--- config.mk ---
export PLATFORM = sky130hd
export DESIGN_NAME = div_sequencer_flat
export DESIGN_NICKNAME = d
export VERILOG_FILES = /design/src/rtl/div_sequencer_if.sv /design/src/rtl/div_sequencer.sv /design/src/flat_wrapper.sv
export SDC_FILE = /design/constraint.sdc
export NUM_CORES = 1
export LEC_CHECK = 0
export ABC_AREA = 1
export ABC_CLOCK_PERIOD_IN_PS = 5400
export CAP_MARGIN = 20
export CELL_PAD_IN_SITES_DETAIL_PLACEMENT = 1
export CELL_PAD_IN_SITES_GLOBAL_PLACEMENT = 1
export CORE_ASPECT_RATIO = 2
export CORE_UTILIZATION = 37
export DETAILED_ROUTE_END_ITERATION = 10
export GPL_TIMING_DRIVEN = 1
export PLACE_DENSITY = 0.75
export SETUP_SLACK_MARGIN = 0.1
export SYNTH_ARGS = -nofsm -noshare
export SYNTH_HDL_FRONTEND = slang
export SYNTH_SLANG_ARGS = --single-unit
--- constraint.sdc ---
create_clock -name clk -period 5.4 [get_ports clk]
set_input_delay 0.81 -clock clk [delete_from_list [all_inputs] [get_ports clk]]
set_output_delay 0.81 -clock clk [all_outputs]
set_load 0.005 [all_outputs]
--- src/rtl/div_sequencer_if.sv ---
// EX-stage B-lane divide request/result bundle between pipeline control and div_sequencer.
interface div_sequencer_if #(parameter int WIDTH = 32);
    logic             div_en;
    logic             div_signed;
    logic [WIDTH-1:0] div_x;
    logic [WIDTH-1:0] div_y;
    logic             pipe_stall;
    logic             flush;
    logic             stall_div;
    logic             div_busy;
    logic [WIDTH-1:0] MEM_div_quo;
    logic [WIDTH-1:0] MEM_div_rem;

    modport master (
        output div_en, div_signed, div_x, div_y, pipe_stall, flush,
        input  stall_div, div_busy, MEM_div_quo, MEM_div_rem
    );

    modport slave (
        input  div_en, div_signed, div_x, div_y, pipe_stall, flush,
        output stall_div, div_busy, MEM_div_quo, MEM_div_rem
    );
endinterface

--- src/rtl/div_sequencer.sv ---
// Iterative radix-2 restoring divider for the B lane; results are published to MEM
// only on the cycle the divide instruction leaves EX.
module div_sequencer #(
    parameter int WIDTH = 32
) (
    input  logic           clk,
    input  logic           rst,
    div_sequencer_if.slave dif
);
    localparam int CW = $clog2(WIDTH);

    typedef enum logic [1:0] {IDLE, CALC, DONE} state_t;

    state_t           state;
    logic [CW-1:0]    cnt;
    logic [WIDTH-1:0] ay;
    logic [WIDTH-1:0] quo;
    logic [WIDTH:0]   rem;
    logic             qneg;
    logic             rneg;
    logic [WIDTH-1:0] mem_quo;
    logic [WIDTH-1:0] mem_rem;

    logic             xs, ys;
    logic [WIDTH-1:0] ax_in, ay_in;
    logic [WIDTH:0]   rem_sh, trial;
    logic [WIDTH-1:0] quo_fix, rem_fix;

    // Magnitudes are taken as unsigned, so |-2^(W-1)| needs no special handling.
    always_comb begin
        xs      = dif.div_signed & dif.div_x[WIDTH-1];
        ys      = dif.div_signed & dif.div_y[WIDTH-1];
        ax_in   = xs ? -dif.div_x : dif.div_x;
        ay_in   = ys ? -dif.div_y : dif.div_y;
        rem_sh  = {rem[WIDTH-1:0], quo[WIDTH-1]};
        trial   = rem_sh - {1'b0, ay};
        quo_fix = qneg ? -quo : quo;
        rem_fix = rneg ? -rem[WIDTH-1:0] : rem[WIDTH-1:0];
    end

    always_ff @(posedge clk or posedge rst) begin
        if (rst) begin
            state   <= IDLE;
            cnt     <= '0;
            ay      <= '0;
            quo     <= '0;
            rem     <= '0;
            qneg    <= 1'b0;
            rneg    <= 1'b0;
            mem_quo <= '0;
            mem_rem <= '0;
        end else if (dif.flush) begin
            state <= IDLE;
        end else begin
            case (state)
                IDLE: if (dif.div_en) begin
                    ay    <= ay_in;
                    quo   <= ax_in;
                    rem   <= '0;
                    qneg  <= xs ^ ys;
                    rneg  <= xs;
                    cnt   <= '0;
                    state <= CALC;
                end
                CALC: begin
                    // trial MSB set means the subtraction went negative: restore.
                    rem <= trial[WIDTH] ? rem_sh : trial;
                    quo <= {quo[WIDTH-2:0], ~trial[WIDTH]};
                    if (cnt == CW'(WIDTH - 1)) state <= DONE;
                    else                       cnt   <= cnt + CW'(1);
                end
                DONE: if (!dif.pipe_stall) begin
                    mem_quo <= quo_fix;
                    mem_rem <= rem_fix;
                    state   <= IDLE;
                end
                default: state <= IDLE;
            endcase
        end
    end

    assign dif.stall_div   = ((state == IDLE) & dif.div_en & ~dif.flush) | (state == CALC);
    assign dif.div_busy    = (state != IDLE);
    assign dif.MEM_div_quo = mem_quo;
    assign dif.MEM_div_rem = mem_rem;
endmodule

--- src/flat_wrapper.sv ---
// flat-port wrapper written by rule: the top's interface ports become plain ports
module div_sequencer_flat 
#(
    parameter int WIDTH = 32
)
  (clk, rst, dif_div_en, dif_div_signed, dif_div_x, dif_div_y, dif_pipe_stall, dif_flush, dif_stall_div, dif_div_busy, dif_MEM_div_quo, dif_MEM_div_rem);
  div_sequencer_if #(.WIDTH(WIDTH)) dif_i ();
  input  logic clk;
  input  logic rst;
  input wire logic [$bits(dif_i.div_en)-1:0] dif_div_en;
  input wire logic [$bits(dif_i.div_signed)-1:0] dif_div_signed;
  input wire logic [$bits(dif_i.div_x)-1:0] dif_div_x;
  input wire logic [$bits(dif_i.div_y)-1:0] dif_div_y;
  input wire logic [$bits(dif_i.pipe_stall)-1:0] dif_pipe_stall;
  input wire logic [$bits(dif_i.flush)-1:0] dif_flush;
  output wire logic [$bits(dif_i.stall_div)-1:0] dif_stall_div;
  output wire logic [$bits(dif_i.div_busy)-1:0] dif_div_busy;
  output wire logic [$bits(dif_i.MEM_div_quo)-1:0] dif_MEM_div_quo;
  output wire logic [$bits(dif_i.MEM_div_rem)-1:0] dif_MEM_div_rem;
  assign dif_i.div_en = dif_div_en;
  assign dif_i.div_signed = dif_div_signed;
  assign dif_i.div_x = dif_div_x;
  assign dif_i.div_y = dif_div_y;
  assign dif_i.pipe_stall = dif_pipe_stall;
  assign dif_i.flush = dif_flush;
  assign dif_stall_div = dif_i.stall_div;
  assign dif_div_busy = dif_i.div_busy;
  assign dif_MEM_div_quo = dif_i.MEM_div_quo;
  assign dif_MEM_div_rem = dif_i.MEM_div_rem;
  div_sequencer #(.WIDTH(WIDTH)) u_core (.clk(clk), .rst(rst), .dif(dif_i));
endmodule
==> flow_summary.ini <==
[timing]
finalSetupTns_ns = 0
hold_viol = 0
timing.hold.ws_ns = 0.4822
fmax_ghz = 0.2807
relSlewSlack_pct = 32.57
maxSlewViolCount = 0
fin_skew_ns = 0.009431
finalCritPeriodShare_pct = 65.96
period_needed_ns = 3.562
rsz0062_at_grt = no
setup_slack_ns = 1.838
tightest_slew_ns = 1.004
setup_violations = 0

[power_and_ir_drop]
power.density_nw_per_um2 = 631.9
ir_drop_v = 0.0002881
p_leak_nw = 7.564

[critical_path]
crit_path_start = dif_flush
critPathKind = input pin to output port
timing.rr.start = u_core.quo[31]$_DFFE_PP0P_
cp_slowest_cell = nor3_2
crit_fanout = 5
start_kind = input pin
critPathBufInv = 3
max_stage_delay_ns = 0.72
cp-end-kind = output port
arrival_ns = 2.75
cp_common_cell = clkdlybuf4s50_1
crit_required_ns = 4.59
critPathTopFamily = buffers and inverters
crit_chain = clkdlybuf4s50_1, nor3_2, inv_2, nand2_1, clkdlybuf4s50_1

[grt]
grt.overflow.total = 0
grt_usage_pct = 28.50
grt_start_max_net_pins = 89
antenna_found_initial = 0
first_global_vias = 14320
grt_pass1_wl_mm = 76.26

[synth]
synth_top_area_share_pct = 32.82
syn_avg_cell_area_um2 = 6.535
syn_area_um2 = 12890
syn_nets = 2081
async_reset_ff_share_pct = 100.0
yosysTopAreaCell = dfrtp_1
synth_warnings = 0
ys_types = 53
synth_seq_cells = 169
synthFlopType = dfrtp_1
synth_cells = 1972
synth-edff-count = 0
synth_area_leaders = dfrtp_1 33%, nand2_1 18%, inv_1 7.7%
ys_seq_area_share_pct = 32.82

[cells_and_area]
area_delta_synth_final_pct = 17.64
layout.nets = 2187
n_antenna_cell = 0
mostFrequentLayoutCell = nand2_1
most-common-layout-cells = 628 x nand2_1, 264 x inv_1, 186 x nor2_1
drive_gt1_share_pct = 4.830

[floorplanning]
ios = 136
die_area_um2 = 35620
fp-row-count = 96
coreArea_um2 = 34350
die_x_um = 134.0
die_h_um = 265.9
start_util_pct = 37.51

[route]
first_pass_iters = 5
drc = 0
ant_nets = 0
wire_per_inst_um = 19.37
num_vias = 13330
first_iter_violations = 466
drt_wl_total_mm = 49.04
via_per_inst = 5.263

[cts]
root_buffer = clkbuf_16
cts_tree = yes
cts_setup_buffers = 0
clk_path_buf_depth = 2
clk_latency_ns = 0.46
clkTransAtPathRegs_ns = 0.06
cts_resized = 0
cts_max_level = 4
cts-hold-fix-buffers = 0
cts_num_sinks = 169
numCtsBuffers = 17

[worst_hold_path]
hold_class = register to register
hold_path_startpoint = u_core.ay[7]$_DFFE_PP0P_

[placed_design]
hpwl_mm = 39.93
gp_congestion = 0.9401
dp_slack_ns = 1.895
port-buffer-count = 135

[status]
status = completed

[run]
maxCapViolations = 0
## worst reg2reg max path, cell delays in order, from the launching register on
cell     delay (ns)
dfrtp_1        0.35
inv_1          0.12
ha_1           0.26
fa_1           0.40
inv_1          0.07
nand2_1        0.04
nand2_1        0.10
nand3_1        0.09
nand2_1        0.17
nand2_1        0.12
nand2_4        0.13
nand2_4        0.08
nand2_4        0.07
nand2_2        0.06
nand2_4        0.35
nand2_1        0.14
nand3_1        0.11
nand2_1        0.06
## stage by stage
stage	util, %	total power, mW	cell area (um2)	cells
final	44.13	9.580	15160	2532
after global routing	44.13	10.41	15160	2532
after CTS	44.13	9.639	15160	2532
after detailed placement	42.53	8.409	14610	2500
after global placement	42.53	8.207	14610	2500
after floorplan	-	6.231	12890	1972
## area by class of cell
type / count / area (um2)
Multi-Input combinational cell: 1473 / 7362
Sequential cell: 169 / 4229
Clock buffer: 20 / 456.7
Timing Repair Buffer: 146 / 1446
Fill cell: 4578 / 19190
Inverter: 271 / 1021
Clock inverter: 12 / 92.59
Tap cell: 441 / 551.8
## layer usage
layer	up-vias	track usage [%]	wire length, um
met4	0	22.21	4008
met3	162	3.120	1112
met5	-	0	0
met1	6377	24.36	15660
met2	301	57.70	28260
li1	6486	-	-
## worst paths after layout
path                                                          to  slack, ns  cells past startpoint
min                                     u_core.ay[7]$_DFFE_PP0P_       0.48                      2
max reg2reg                            u_core.rem[0]$_DFFE_PP0P_       2.55                     17
min in group asynchronous  u_core.dif.MEM_div_rem[0]$_DFFE_PP0P_       0.86                      2
min reg2reg                             u_core.ay[7]$_DFFE_PP0P_       0.48                      2
max in group asynchronous              u_core.quo[1]$_DFFE_PP0P_       3.45                      3
max                                                dif_stall_div       1.84                      5
## power breakdown
part / switching (mW) / total, mW / leakage [nW] / internal [mW]
Clock: 0.574 / 1.19 / 0.259 / 0.617
Combinational: 3.84 / 5.92 / 5.15 / 2.08
Sequential: 0.650 / 2.47 / 2.16 / 1.82
## Yosys cell counts, types with 3 or more instances
master,number
nand3_1,152
nor3_2,6
o21bai_1,4
ha_1,38
a22oi_1,6
inv_1,266
buf_1,3
o211ai_1,15
o21ai_1,10
nand2_2,22
nand4_1,24
dfrtp_1,169
nor2_1,187
a31oi_1,18
buf_2,12
clkbuf_1,38
nand2_1,628
nand3b_1,18
nor4_1,3
nor3_1,18
nor2_2,6
a21oi_1,79
inv_2,4
o21ai_0,120
o31ai_1,9
xnor2_1,16
xor2_1,64
nand2_4,5
## flip-flops by register name (all words and copies together) (netlist names)
signal,count
u_core.ay,32
u_core.dif.MEM_div_quo,32
u_core.dif.MEM_div_rem,32
u_core.quo,32
u_core.rem,32
u_core.cnt,5
u_core.state,2
u_core.qneg,1
u_core.rneg,1
## cells by family after synthesis
| kind of cell | Yosys count | synth area share (%) |
|---|---|---|
| AND/OR/NAND/NOR | 1082 | 36.04 |
| buffers and inverters | 330 | 10.12 |
| AO/OA/AOI/OAI | 272 | 11.74 |
| flip-flops | 169 | 32.82 |
| XOR/XNOR | 80 | 5.437 |
| adder cells (fa/ha/maj) | 39 | 3.845 |
Power figures use the tool's default switching activity.
